<file path="config.mk">
export PLATFORM = sky130hd
export DESIGN_NAME = alu_sequencer
export DESIGN_NICKNAME = d
export VERILOG_FILES = /design/src/rtl/alu_sequencer.sv
export SDC_FILE = /design/constraint.sdc
export NUM_CORES = 1
export LEC_CHECK = 0
export CORE_ASPECT_RATIO = 1.75
export CORE_MARGIN = 2
export CORE_UTILIZATION = 55
export CTS_CLUSTER_SIZE = 40
export DETAILED_ROUTE_END_ITERATION = 10
export PLACE_DENSITY = 0.85
export REMOVE_ABC_BUFFERS = 1
export SLEW_MARGIN = 40
export SYNTH_ARGS = -nofsm -noshare
export SYNTH_HDL_FRONTEND = slang
export SYNTH_SLANG_ARGS = --single-unit
</file>
<file path="constraint.sdc">
create_clock -name clk -period 5.4 [get_ports clk]
set_input_delay 0.81 -clock clk [delete_from_list [all_inputs] [get_ports clk]]
set_output_delay 0.81 -clock clk [all_outputs]
set_load 0.05 [all_outputs]
</file>
<file path="src/rtl/alu_sequencer.sv">
// alu_sequencer: command front-end for the 8-bit six-control-bit ALU.
//
// Accepts opcode/operand requests over a valid/ready handshake, encodes each
// opcode into the ALU control word (zx nx zy ny f no) and returns the result
// plus zr/ng flags over a second valid/ready handshake. Single-cycle opcodes
// spend one cycle in EXEC; MUL runs a fixed-length shift-add loop through the
// same external ALU.
//
// Ports:
//   clk, rst                 single clock, synchronous active-high reset
//   req_valid/req_ready      request handshake; req_op/req_x/req_y payload
//   rsp_valid/rsp_ready      response handshake; rsp_o/rsp_zr/rsp_ng payload
//   alu_x, alu_y, alu_zx..no operands and control word driven to the ALU
//   alu_o, alu_zr, alu_ng    combinational ALU result and flags

module alu_sequencer #(
    parameter int unsigned W         = 8,
    // Must equal W: each step consumes one multiplier bit.
    parameter int unsigned MUL_STEPS = 8
) (
    input  logic         clk,
    input  logic         rst,

    input  logic         req_valid,
    output logic         req_ready,
    input  logic [3:0]   req_op,
    input  logic [W-1:0] req_x,
    input  logic [W-1:0] req_y,

    output logic         rsp_valid,
    input  logic         rsp_ready,
    output logic [W-1:0] rsp_o,
    output logic         rsp_zr,
    output logic         rsp_ng,

    output logic [W-1:0] alu_x,
    output logic [W-1:0] alu_y,
    output logic         alu_zx,
    output logic         alu_nx,
    output logic         alu_zy,
    output logic         alu_ny,
    output logic         alu_f,
    output logic         alu_no,
    input  logic [W-1:0] alu_o,
    input  logic         alu_zr,
    input  logic         alu_ng
);

    localparam int unsigned CntW = $clog2(MUL_STEPS + 1);

    localparam logic [3:0] OpMul = 4'd15;

    // Control words, bit order {zx, nx, zy, ny, f, no}.
    localparam logic [5:0] CtrlZero    = 6'b101010;
    localparam logic [5:0] CtrlOne     = 6'b111111;
    localparam logic [5:0] CtrlNeg1    = 6'b111010;
    localparam logic [5:0] CtrlX       = 6'b001100;
    localparam logic [5:0] CtrlY       = 6'b110000;
    localparam logic [5:0] CtrlNotX    = 6'b001101;
    localparam logic [5:0] CtrlNotY    = 6'b110001;
    localparam logic [5:0] CtrlNegX    = 6'b001111;
    localparam logic [5:0] CtrlXorY    = 6'b010101;
    localparam logic [5:0] CtrlXPlus1  = 6'b011111;
    localparam logic [5:0] CtrlYPlus1  = 6'b110111;
    localparam logic [5:0] CtrlXMinus1 = 6'b001110;
    localparam logic [5:0] CtrlXPlusY  = 6'b000010;
    localparam logic [5:0] CtrlXMinusY = 6'b010011;
    localparam logic [5:0] CtrlXAndY   = 6'b000000;

    typedef enum logic [1:0] {
        StIdle,
        StExec,
        StMult,
        StResp
    } state_e;

    function automatic logic [5:0] decode_op(input logic [3:0] op);
        logic [5:0] ctrl;
        case (op)
            4'd0:    ctrl = CtrlZero;
            4'd1:    ctrl = CtrlOne;
            4'd2:    ctrl = CtrlNeg1;
            4'd3:    ctrl = CtrlX;
            4'd4:    ctrl = CtrlY;
            4'd5:    ctrl = CtrlNotX;
            4'd6:    ctrl = CtrlNotY;
            4'd7:    ctrl = CtrlNegX;
            4'd8:    ctrl = CtrlXorY;
            4'd9:    ctrl = CtrlXPlus1;
            4'd10:   ctrl = CtrlYPlus1;
            4'd11:   ctrl = CtrlXMinus1;
            4'd12:   ctrl = CtrlXPlusY;
            4'd13:   ctrl = CtrlXMinusY;
            4'd14:   ctrl = CtrlXAndY;
            default: ctrl = CtrlXPlusY;  // MUL steps are additions
        endcase
        return ctrl;
    endfunction

    state_e          state_q, state_d;
    logic [3:0]      op_q, op_d;
    logic [W-1:0]    x_q, x_d;
    logic [W-1:0]    y_q, y_d;
    logic [W-1:0]    acc_q, acc_d;
    logic [W-1:0]    mcand_q, mcand_d;
    logic [W-1:0]    mplier_q, mplier_d;
    logic [CntW-1:0] cnt_q, cnt_d;
    logic            rsp_valid_q, rsp_valid_d;
    logic [W-1:0]    rsp_o_q, rsp_o_d;
    logic            rsp_zr_q, rsp_zr_d;
    logic            rsp_ng_q, rsp_ng_d;

    logic [5:0]      alu_ctrl;
    logic [W-1:0]    acc_next;

    always_comb begin
        state_d     = state_q;
        op_d        = op_q;
        x_d         = x_q;
        y_d         = y_q;
        acc_d       = acc_q;
        mcand_d     = mcand_q;
        mplier_d    = mplier_q;
        cnt_d       = cnt_q;
        rsp_valid_d = rsp_valid_q;
        rsp_o_d     = rsp_o_q;
        rsp_zr_d    = rsp_zr_q;
        rsp_ng_d    = rsp_ng_q;

        alu_x       = '0;
        alu_y       = '0;
        alu_ctrl    = CtrlZero;
        acc_next    = acc_q;

        case (state_q)
            StIdle: begin
                if (req_valid) begin
                    op_d     = req_op;
                    x_d      = req_x;
                    y_d      = req_y;
                    acc_d    = '0;
                    mcand_d  = req_x;
                    mplier_d = req_y;
                    cnt_d    = '0;
                    state_d  = (req_op == OpMul) ? StMult : StExec;
                end
            end

            StExec: begin
                alu_x       = x_q;
                alu_y       = y_q;
                alu_ctrl    = decode_op(op_q);
                rsp_o_d     = alu_o;
                rsp_zr_d    = alu_zr;
                rsp_ng_d    = alu_ng;
                rsp_valid_d = 1'b1;
                state_d     = StResp;
            end

            StMult: begin
                // acc + (mcand << step) whenever the current multiplier bit is set.
                alu_x    = acc_q;
                alu_y    = mcand_q;
                alu_ctrl = CtrlXPlusY;
                acc_next = mplier_q[0] ? alu_o : acc_q;
                acc_d    = acc_next;
                mcand_d  = mcand_q << 1;
                mplier_d = mplier_q >> 1;
                cnt_d    = cnt_q + CntW'(1);
                if (cnt_q == CntW'(MUL_STEPS - 1)) begin
                    rsp_o_d     = acc_next;
                    rsp_zr_d    = (acc_next == '0);
                    rsp_ng_d    = acc_next[W-1];
                    rsp_valid_d = 1'b1;
                    state_d     = StResp;
                end
            end

            StResp: begin
                if (rsp_ready) begin
                    rsp_valid_d = 1'b0;
                    state_d     = StIdle;
                end
            end

            default: begin
                state_d = StIdle;
            end
        endcase
    end

    always_ff @(posedge clk) begin
        if (rst) begin
            state_q     <= StIdle;
            op_q        <= '0;
            x_q         <= '0;
            y_q         <= '0;
            acc_q       <= '0;
            mcand_q     <= '0;
            mplier_q    <= '0;
            cnt_q       <= '0;
            rsp_valid_q <= 1'b0;
            rsp_o_q     <= '0;
            rsp_zr_q    <= 1'b0;
            rsp_ng_q    <= 1'b0;
        end else begin
            state_q     <= state_d;
            op_q        <= op_d;
            x_q         <= x_d;
            y_q         <= y_d;
            acc_q       <= acc_d;
            mcand_q     <= mcand_d;
            mplier_q    <= mplier_d;
            cnt_q       <= cnt_d;
            rsp_valid_q <= rsp_valid_d;
            rsp_o_q     <= rsp_o_d;
            rsp_zr_q    <= rsp_zr_d;
            rsp_ng_q    <= rsp_ng_d;
        end
    end

    // Gated by rst so the block never advertises readiness while held in reset.
    assign req_ready = (state_q == StIdle) && !rst;

    assign rsp_valid = rsp_valid_q;
    assign rsp_o     = rsp_o_q;
    assign rsp_zr    = rsp_zr_q;
    assign rsp_ng    = rsp_ng_q;

    assign {alu_zx, alu_nx, alu_zy, alu_ny, alu_f, alu_no} = alu_ctrl;

endmodule

</file>
=== After elaboration in Yosys (flattened, before gate mapping) ===
Memories as Yosys holds them, arrays and structs flattened. A register that Yosys moved wholly into a read port is not among the register bits.
Index checks and enable logic that the tools add are counted.
Widths: inputs -> output; s select.

* Flip-flop bits (word level): 61
* Memory bits (read-only): 96
* Input bits: 34
* Output and inout bits: 34
* Logic and storage cells: 62
* Memories: 1

* Add/subtract/negate cells: 1
* Eq/ne operators: 8
* Muxes and demuxes: 28
* Reduce and logical (&&, ||, !) cells: 12

{| class="wikitable"
|+ Memories
! name !! words !! width !! read ports !! clocked after Yosys merged registers in !! wr ports !! line !! text
|-
| (no name shown) || 16 || 6 || 1 || 1 || 0 || 79 || <nowiki>case (op)</nowiki>
|}

{| class="wikitable"
|+ Operator list
! operator !! count
|-
| $pmux 8 s2 || 6
|-
| $mux 8 || 5
|-
| $mux 4 || 3
|-
| $pmux 6 s2 || 1
|-
| $logic_not 8->1 || 1
|-
| $mux 2 || 4
|-
| $pmux 2 s4 || 1
|-
| $pmux 4 s2 || 1
|-
| $ne 2x2->1 const B || 3
|-
| $reduce_and 2->1 || 3
|-
| $reduce_and 3->1 || 2
|-
| $add 4x1->4 const B || 1
|-
| $eq 2x2->1 const B || 2
|-
| $eq 4x3->1 const B || 1
|-
| $eq 4x4->1 const B || 1
|-
| $mux 1 || 4
|-
| $pmux 1 s2 || 2
|-
| $reduce_bool 2->1 || 2
|-
| $pmux 1 s3 || 1
|-
| $reduce_bool 3->1 || 1
|-
| $eq 2x1->1 const B || 1
|-
| $logic_not 2->1 || 1
|-
| $logic_and 1x1->1 || 1
|-
| $logic_not 1->1 || 1
|}

=== Longest topological paths before layout ===
Gate-level depths: netlist of run 1.

* Depth after elaboration: 4
* Depth in mapped cells: 9
* Depth with buffers taken out: 9

=== Least setup slack after synthesis of run 1 ===
No wires, ideal clock.

* Path type: reg2out
* Start point: register state_q[0]
* End point: output port alu_zx
* Arrival time: 2.160 ns
* Required time: 4.590 ns
* Setup slack: 2.430 ns
* Cell stages (with the launch flop): 6
* Buffers on the path: 2
* Path through: dfxtp_1 > inv_1 > ha_1 > buf_2 > buf_1 > o21ai_0

* Longest elaborated chain between the ends: 2
* Elaborated cells between the ends (all ways): 3
* Classes of those cells: eq/ne (2); mux (1)

{| class="wikitable"
|+ RTL lines
! item !! line !! text
|-
| from (decl) || 100 || <nowiki>state_e state_q, state_d;</nowiki>
|-
| from (signal assigned) || 194 || <nowiki>state_q <= StIdle;</nowiki>
|-
| from (signal assigned) || 207 || <nowiki>state_q <= state_d;</nowiki>
|-
| $eq 2x2->1 or $eq 2x1->1 (tied branches) || 135 || <nowiki>case (state_q)</nowiki>
|-
| $pmux 6 s2 (*) || 135 ||
|-
| to (decl) || 38 || <nowiki>output logic alu_zx,</nowiki>
|}

Mark *: on every way between the ends. The rest lies on a longest branch, timed or not.

=== Final worst setup path of run 1 ===
* Start point: register state_q[0]
* End point: output port alu_y[7]

* Longest elaborated chain between the ends: 2
* Elaborated cells between the ends (all ways): 3
* Classes of those cells: eq/ne (2); mux (1)

{| class="wikitable"
|+ RTL lines
! item !! line !! text
|-
| $eq 2x2->1 or $eq 2x1->1 (tied branches) || 135 ||
|-
| $pmux 8 s2 (*) || 135 ||
|-
| to (decl) || 37 || <nowiki>output logic [W-1:0] alu_y,</nowiki>
|}

Marks and branches as above.

==> results.sh, run 1 <==
export IMPL_ff2ff_setup_slack_ps=2970
export IMPL_critical_path_most_common_cell="inv_1"
export IMPL_syn_instance_count=358
export IMPL_dieArea_um2=6470
export IMPL_arrival_ps=2980
export IMPL_timing_final_max_slew_violations=0
export IMPL_floorplan_io_pins=68
export IMPL_drc=0
export IMPL_worst_path_largest_cell_delay_ps=840
export IMPL_rsz0062_at_grt="false"
export IMPL_post_route_cells_drive_above_1_share_pct=7.16
export IMPL_end_kind="primary output"
export IMPL_yosysTopAreaCell="dfxtp_1"
export IMPL_clock_sink_count=67
export IMPL_clock_tree_htree_level_count=3
export IMPL_layout_cells_most_common_list="dfxtp_1 (67), clkdlybuf4s50_1 (66), nand2_1 (41)"
export IMPL_ctsResizeCount=0
export IMPL_worst_ep_required_time_ps=4590
export IMPL_achievable_frequency_ghz=0.264
export IMPL_slew_headroom_pct=51.6
export IMPL_placedInstanceArea_um2=3860
export IMPL_place_worst_setup_slack_ps=1880
export IMPL_cp_num_buf_inv=3
export IMPL_grt_max_degree=64
export IMPL_clock_tree_from_tritoncts="built"
export IMPL_cts_buffers=9
export IMPL_critPathKind="register to primary output"
export IMPL_finalHoldViolCount=0
export IMPL_wirelength_um=7750
export IMPL_post_cts_hold_buffer_count=0
export IMPL_async_reset_ff_share_pct=0
export IMPL_post_route_setup_tns_ps=0
export IMPL_grt_overflow=0
export IMPL_total_power_mw=2.23
export IMPL_initial_core_util_pct=57.3
export IMPL_yosysSeqAreaShare_pct=41.9
export IMPL_fin_crit_share_pct=70.3
export IMPL_place_detailed_instances=479
export IMPL_cpLargestDelayFamily="buffers and inverters"
export IMPL_root_buffer="clkbuf_8"
export IMPL_clock_path_buffers=2
export IMPL_number_of_global_route_vias_before_repair=2758
export IMPL_critical_path_slowest_cell="clkdlybuf4s50_1"
export IMPL_syn_area_per_cell_um2=8.94
export IMPL_core_area_um2=5590
export IMPL_timing_hold_worst_class="register to register"
export IMPL_synth_cell_types=43
export IMPL_chipHeight_um=105
export IMPL_synth_seq_cells=67
export IMPL_synth_top_cell_area_share_pct=41.9
export IMPL_period_needed_ps=3790
export IMPL_first_pass_grt_wire_length_um=12600
export IMPL_num_vias=2880
export IMPL_run_status="finished, final reports clean"
export IMPL_postRouteAntennaNets=0
export IMPL_layout_area_overhead_vs_synth_pct=27.7
export IMPL_crit_chain="inv_1 > ha_1 > inv_1 > nor2_2 > a22o_1 > clkdlybuf4s50_1"
export IMPL_cts_setup_buffers=0
export IMPL_floorplan_rows=36
export IMPL_synth_area_leaders="dfxtp_1 (42%), mux2i_1 (7.8%), a211oi_1 (5.6%), nand2_1 (4.8%), nor2_1 (4.7%)"
export IMPL_post_drt_wl_per_cell_um=15.7
export IMPL_synth_edff_count=0
export IMPL_skew_ps=16.1
export IMPL_port_buffer_count=67
export IMPL_worst_skew_pair_late_latency_ps=360
export IMPL_clock_input_transition_at_the_sequential_cells_of_the_worst_setup_and_hold_paths_ps=70
export IMPL_crit_path_max_fanout=16
export IMPL_min_setup_slack_post_route_ps=1610
export IMPL_post_route_cell_area_um2=4090
export IMPL_cellLeakagePower_nw=1.60
export IMPL_power_per_cell_area_nw_per_um2=546
export IMPL_detailedPlacementHpwl_um=5360
export IMPL_drt_pass_1_iters=4
export IMPL_netlist_area_um2=3200
export IMPL_final_setup_viol_count=0
export IMPL_drt_iter0_markers=130
export IMPL_worst_slew_pin_slew_ps=725
export IMPL_final_common_cell="dfxtp_1"
export IMPL_fin_nets=459
export IMPL_die_w_um=61.7
export IMPL_holdWs_ps=459
export IMPL_synth_warnings=0
export IMPL_synth_ff_type="dfxtp_1"
export IMPL_globalplace_congestion=0.871
export IMPL_vias_per_cell=5.82
export IMPL_non_filler_instances=495
export IMPL_globalRouteTotalUtil_pct=25.9
export IMPL_diodes=0
export IMPL_max_cap_viol_count=0
export IMPL_vdd_ir_drop_max_v=0.000389
export IMPL_finish_utilization_pct=73.2
export IMPL_antenna_found_initial=0
export IMPL_startpoint_type="register"
flip-flops by register name, indices dropped and copies added (netlist names), named ones only:
name       cells
acc_q          8
cnt_q          4
mcand_q        8
mplier_q       8
op_q           4
rsp_ng         1
rsp_o          8
rsp_valid      1
rsp_zr         1
state_q        2
x_q            8
y_q            8
area by class of cell:
class                           count  area [um2]
Multi-Input combinational cell    256        1700
Fill cell                         460        1500
Sequential cell                    67        1340
Timing Repair Buffer               70         688
Clock buffer                        9         124
Clock inverter                      7         100
Tap cell                           76        95.1
Inverter                           10        37.5
layer usage:
metal / wire length, um / track usage, % / vias up / share of wire (%)
met4: 265 / 13.1 / 0 / 3.4
met5: 0 / 0 / - / 0
met1: 2920 / 29.0 / 1364 / 38
met2: 4190 / 42.9 / 95 / 54
li1: - / - / 1400 / -
met3: 371 / 6.93 / 21 / 4.8
synthesized netlist by cell type, drive strengths merged, types with 4 or more instances:
library cell and n:
a211oi 25, a21oi 26, a22o 17, a22oi 11, and3 4, and4b 4
buf 13, clkbuf 12, dfxtp 67, ha 11, inv 10, mux2i 25
nand2 42, nand2b 5, nand3 5, nor2 40, nor3 5, nor4 5
o21ai 7
power breakdown:
part / leakage (nW) / total, mW / switching, mW / internal (mW)
sequential: 0.551 / 0.689 / 0.0709 / 0.619
combinational: 0.937 / 1.08 / 0.701 / 0.375
clock: 0.114 / 0.467 / 0.205 / 0.263
kinds of logic (layout without fill, tap and decap cells):
kind of cell / after synthesis / in the layout / share of synthesized area [%]
AO/OA/AOI/OAI: 98 / 98 / 22.5
XOR/XNOR: 1 / 1 / 0.274
adder cells (fa/ha/maj): 11 / 11 / 4.30
buffers and inverters: 35 / 96 / 5.00
flip-flops: 67 / 67 / 41.9
multiplexers: 27 / 27 / 8.76
AND/OR/NAND/NOR: 119 / 119 / 17.3
worst min-delay path, stage by stage, from the launching register on:
cell	delay [ps]
dfxtp_1	310
nand2_1	50
a21oi_1	50
path summary, 6_finish.rpt:
kind	startpoint	end	cells past startpoint
max	state_q[0]	alu_y[7]	6
min	y_q[2]	y_q[2]	2
max reg2reg	state_q[0]	register	8
min reg2reg	y_q[2]	y_q[2]	2
No activity file was read; power rests on OpenSTA's default activity.
==> inputs of run 2 (changes only) <==
--- a/config.mk
+++ b/config.mk
@@ -7,10 +7,10 @@
 export LEC_CHECK = 0
 export CORE_ASPECT_RATIO = 1.75
 export CORE_MARGIN = 2
-export CORE_UTILIZATION = 55
+export CORE_UTILIZATION = 46
 export CTS_CLUSTER_SIZE = 40
 export DETAILED_ROUTE_END_ITERATION = 10
-export PLACE_DENSITY = 0.85
+export PLACE_DENSITY = 0.76
 export REMOVE_ABC_BUFFERS = 1
 export SLEW_MARGIN = 40
 export SYNTH_ARGS = -nofsm -noshare
==> constraint.sdc (replaced) <==
create_clock -name clk -period 3.1 [get_ports clk]
set_input_delay 0.465 -clock clk [delete_from_list [all_inputs] [get_ports clk]]
set_output_delay 0.465 -clock clk [all_outputs]
set_load 0.05 [all_outputs]
==> run 2 against run 1 <==
Combinational power rose by 81%. Clock skew shrank 9.2 ps. Clock power rose by 97%. Non-clock buffer count increased by 4. Via count fell by 1.9%. Global-route usage decreased by 3.5 points. Setup slack worse by 1200 ps. Largest power group unchanged.
==> results.sh, run 2 (synthesized netlist as in run 1, its figures left out) <==
export IMPL_clock_tree_from_tritoncts="built"
export IMPL_hold_path_endpoint="y_q[1]"
export IMPL_cpLargestDelayFamily="buffers and inverters"
export IMPL_fin_crit_share_pct=86.7
export IMPL_period_needed_ps=2690
export IMPL_share_of_total_power_consumed_by_net_switching_pct=42.1
export IMPL_dieArea_um2=7670
export IMPL_achievable_frequency_ghz=0.372
export IMPL_worst_ep_required_time_ps=2630
export IMPL_grt_max_degree=42
export IMPL_root_buffer="clkbuf_16"
export IMPL_post_route_cell_area_um2=4340
export IMPL_rsz0062_at_grt="false"
export IMPL_timing_final_max_slew_violations=0
export IMPL_post_drt_wl_per_cell_um=15.7
export IMPL_cts_setup_buffers=0
export IMPL_fill_cells=598
export IMPL_wirelength_um=7920
export IMPL_timing_hold_worst_class="register to register"
export IMPL_globalplace_congestion=0.918
export IMPL_die_w_um=67.1
export IMPL_diodes=0
export IMPL_worst_slew_pin_slew_ps=577
export IMPL_final_common_cell="dfxtp_1"
export IMPL_drt_iter0_markers=172
export IMPL_detailedPlacementHpwl_um=5600
export IMPL_post_cts_hold_buffer_count=0
export IMPL_holdWs_ps=453
export IMPL_worst_skew_pair_late_latency_ps=330
export IMPL_vdd_ir_drop_max_v=0.000691
export IMPL_end_kind="primary output"
export IMPL_cp_num_buf_inv=2
export IMPL_worst_path_largest_cell_delay_ps=800
export IMPL_reg2reg_from="state_q[0]"
export IMPL_multi_input_comb_area_um2=1700
export IMPL_max_cap_viol_count=0
export IMPL_post_route_cells_drive_above_1_share_pct=11.8
export IMPL_timing_reg2reg_worst_path_depth=8
export IMPL_first_pass_grt_wire_length_um=12900
export IMPL_cellLeakagePower_nw=1.71
export IMPL_ff2ff_setup_slack_ps=740
export IMPL_postRouteAntennaNets=0
export IMPL_placedInstanceArea_um2=4070
export IMPL_cts_buffers=9
export IMPL_chipHeight_um=114
export IMPL_clock_path_buffers=2
export IMPL_critPathKind="register to primary output"
export IMPL_seqCellArea_um2=1340
export IMPL_ctsResizeCount=0
export IMPL_total_power_mw=4.08
export IMPL_layout_area_overhead_vs_synth_pct=35.5
export IMPL_run_status="finished, final reports clean"
export IMPL_hold_path_startpoint="y_q[1]"
export IMPL_initial_core_util_pct=47.0
export IMPL_layout_cells_most_common_list="dfxtp_1 (67), clkdlybuf4s50_1 (47), nand2_1 (41)"
export IMPL_startpoint_type="register"
export IMPL_globalRouteTotalUtil_pct=22.4
export IMPL_power_share_combinational_pct=48.0
export IMPL_finalHoldViolCount=0
export IMPL_clock_power_share_pct=22.6
export IMPL_drc=0
export IMPL_power_sequential_fraction_pct=29.5
export IMPL_crit_path_max_fanout=14
export IMPL_crit_chain="inv_1 > ha_1 > nor2b_1 > clkdlybuf4s50_1"
export IMPL_final_setup_viol_count=0
export IMPL_skew_ps=6.87
export IMPL_clock_input_transition_at_the_sequential_cells_of_the_worst_setup_and_hold_paths_ps=50
export IMPL_vias_per_cell=5.58
export IMPL_place_detailed_instances=491
export IMPL_drt_pass_1_iters=4
export IMPL_non_filler_instances=506
export IMPL_num_vias=2825
export IMPL_intPower_mw=2.36
export IMPL_slew_headroom_pct=61.3
export IMPL_power_per_cell_area_nw_per_um2=940
export IMPL_grt_overflow=0
export IMPL_core_area_um2=6810
export IMPL_number_of_global_route_vias_before_repair=2787
export IMPL_arrival_ps=2220
export IMPL_critical_path_slowest_cell="clkdlybuf4s50_1"
export IMPL_fin_nets=463
export IMPL_antenna_found_initial=0
export IMPL_floorplan_io_pins=68
export IMPL_port_buffer_count=67
export IMPL_clock_tree_htree_level_count=3
export IMPL_clock_sink_count=67
export IMPL_holdPathStages=2
export IMPL_power_switching_mw=1.72
export IMPL_floorplan_rows=40
run 2: how the worst max path moves through the flow:
stage / from / endpoint / slack, ps / cells past startpoint
2_1_floorplan: state_q[0] / alu_x[0] / -10 / 5
3_3_place_gp: req_valid / register / 780 / 7
3_5_place_dp: req_valid / register / 640 / 7
4_1_cts: state_q[0] / req_ready / 400 / 4
5_1_grt: state_q[0] / req_ready / 270 / 4
6_report: state_q[0] / req_ready / 410 / 4
run 2: worst reg2reg max path, cell delays in order, from the launching register on:
cell and delay [ps]:
dfxtp_1 330, inv_1 120, ha_1 450, nand2_4 280, a31oi_4 360, inv_1 190, ha_1 260, mux2i_1 160
a22o_1 150
run 2: layout make-up:
cell class | instances | area share (%)
repair buffers | 74 | 20.4
inverters | 10 | 0.866
clock buffers | 11 | 5.60
clock inverters | 4 | 0.635
flip-flops and latches | 67 | 30.9
multi-input cells | 256 | 39.2
well taps | 84 | 2.42
run 2: power groups by stage:
stage               clock network, mW  logic (mW)  registers, mW
CTS                             0.933        1.96           1.20
global placement                    0        1.92           1.21
global route                    0.972        2.13           1.23
floorplan                           0        1.17           1.35
finish                          0.920        1.96           1.20
detailed placement                  0        1.95           1.22
run 2: routing by layer:
layer	share of wire [%]	vias to the layer above	wire, um	track usage, %
met4	3.5	0	280	13.2
met2	54	67	4260	37.8
li1	-	1408	-	-
met5	0	-	0	0
met3	4.1	24	326	4.92
met1	39	1326	3060	25.0
run 2: per-stage QoR:
step | worst slack [ps] | util, % | setup TNS [ps]
after global placement | 778 | 59.7 | 0
after CTS | 399 | 63.7 | 0
after global routing | 271 | 63.7 | 0
final | 413 | 63.7 | 0
after detailed placement | 642 | 59.7 | 0
after floorplan | -13.7 | - | -219
==> inputs of run 3 (changes only) <==
--- a/config.mk
+++ b/config.mk
@@ -10,6 +10,7 @@
 export CORE_UTILIZATION = 46
 export CTS_CLUSTER_SIZE = 40
 export DETAILED_ROUTE_END_ITERATION = 10
+export HOLD_SLACK_MARGIN = 0.03
 export PLACE_DENSITY = 0.76
 export REMOVE_ABC_BUFFERS = 1
 export SLEW_MARGIN = 40
==> results of run 3 <==
No change in the layout: final DEF, timing and power equal those of run 2.
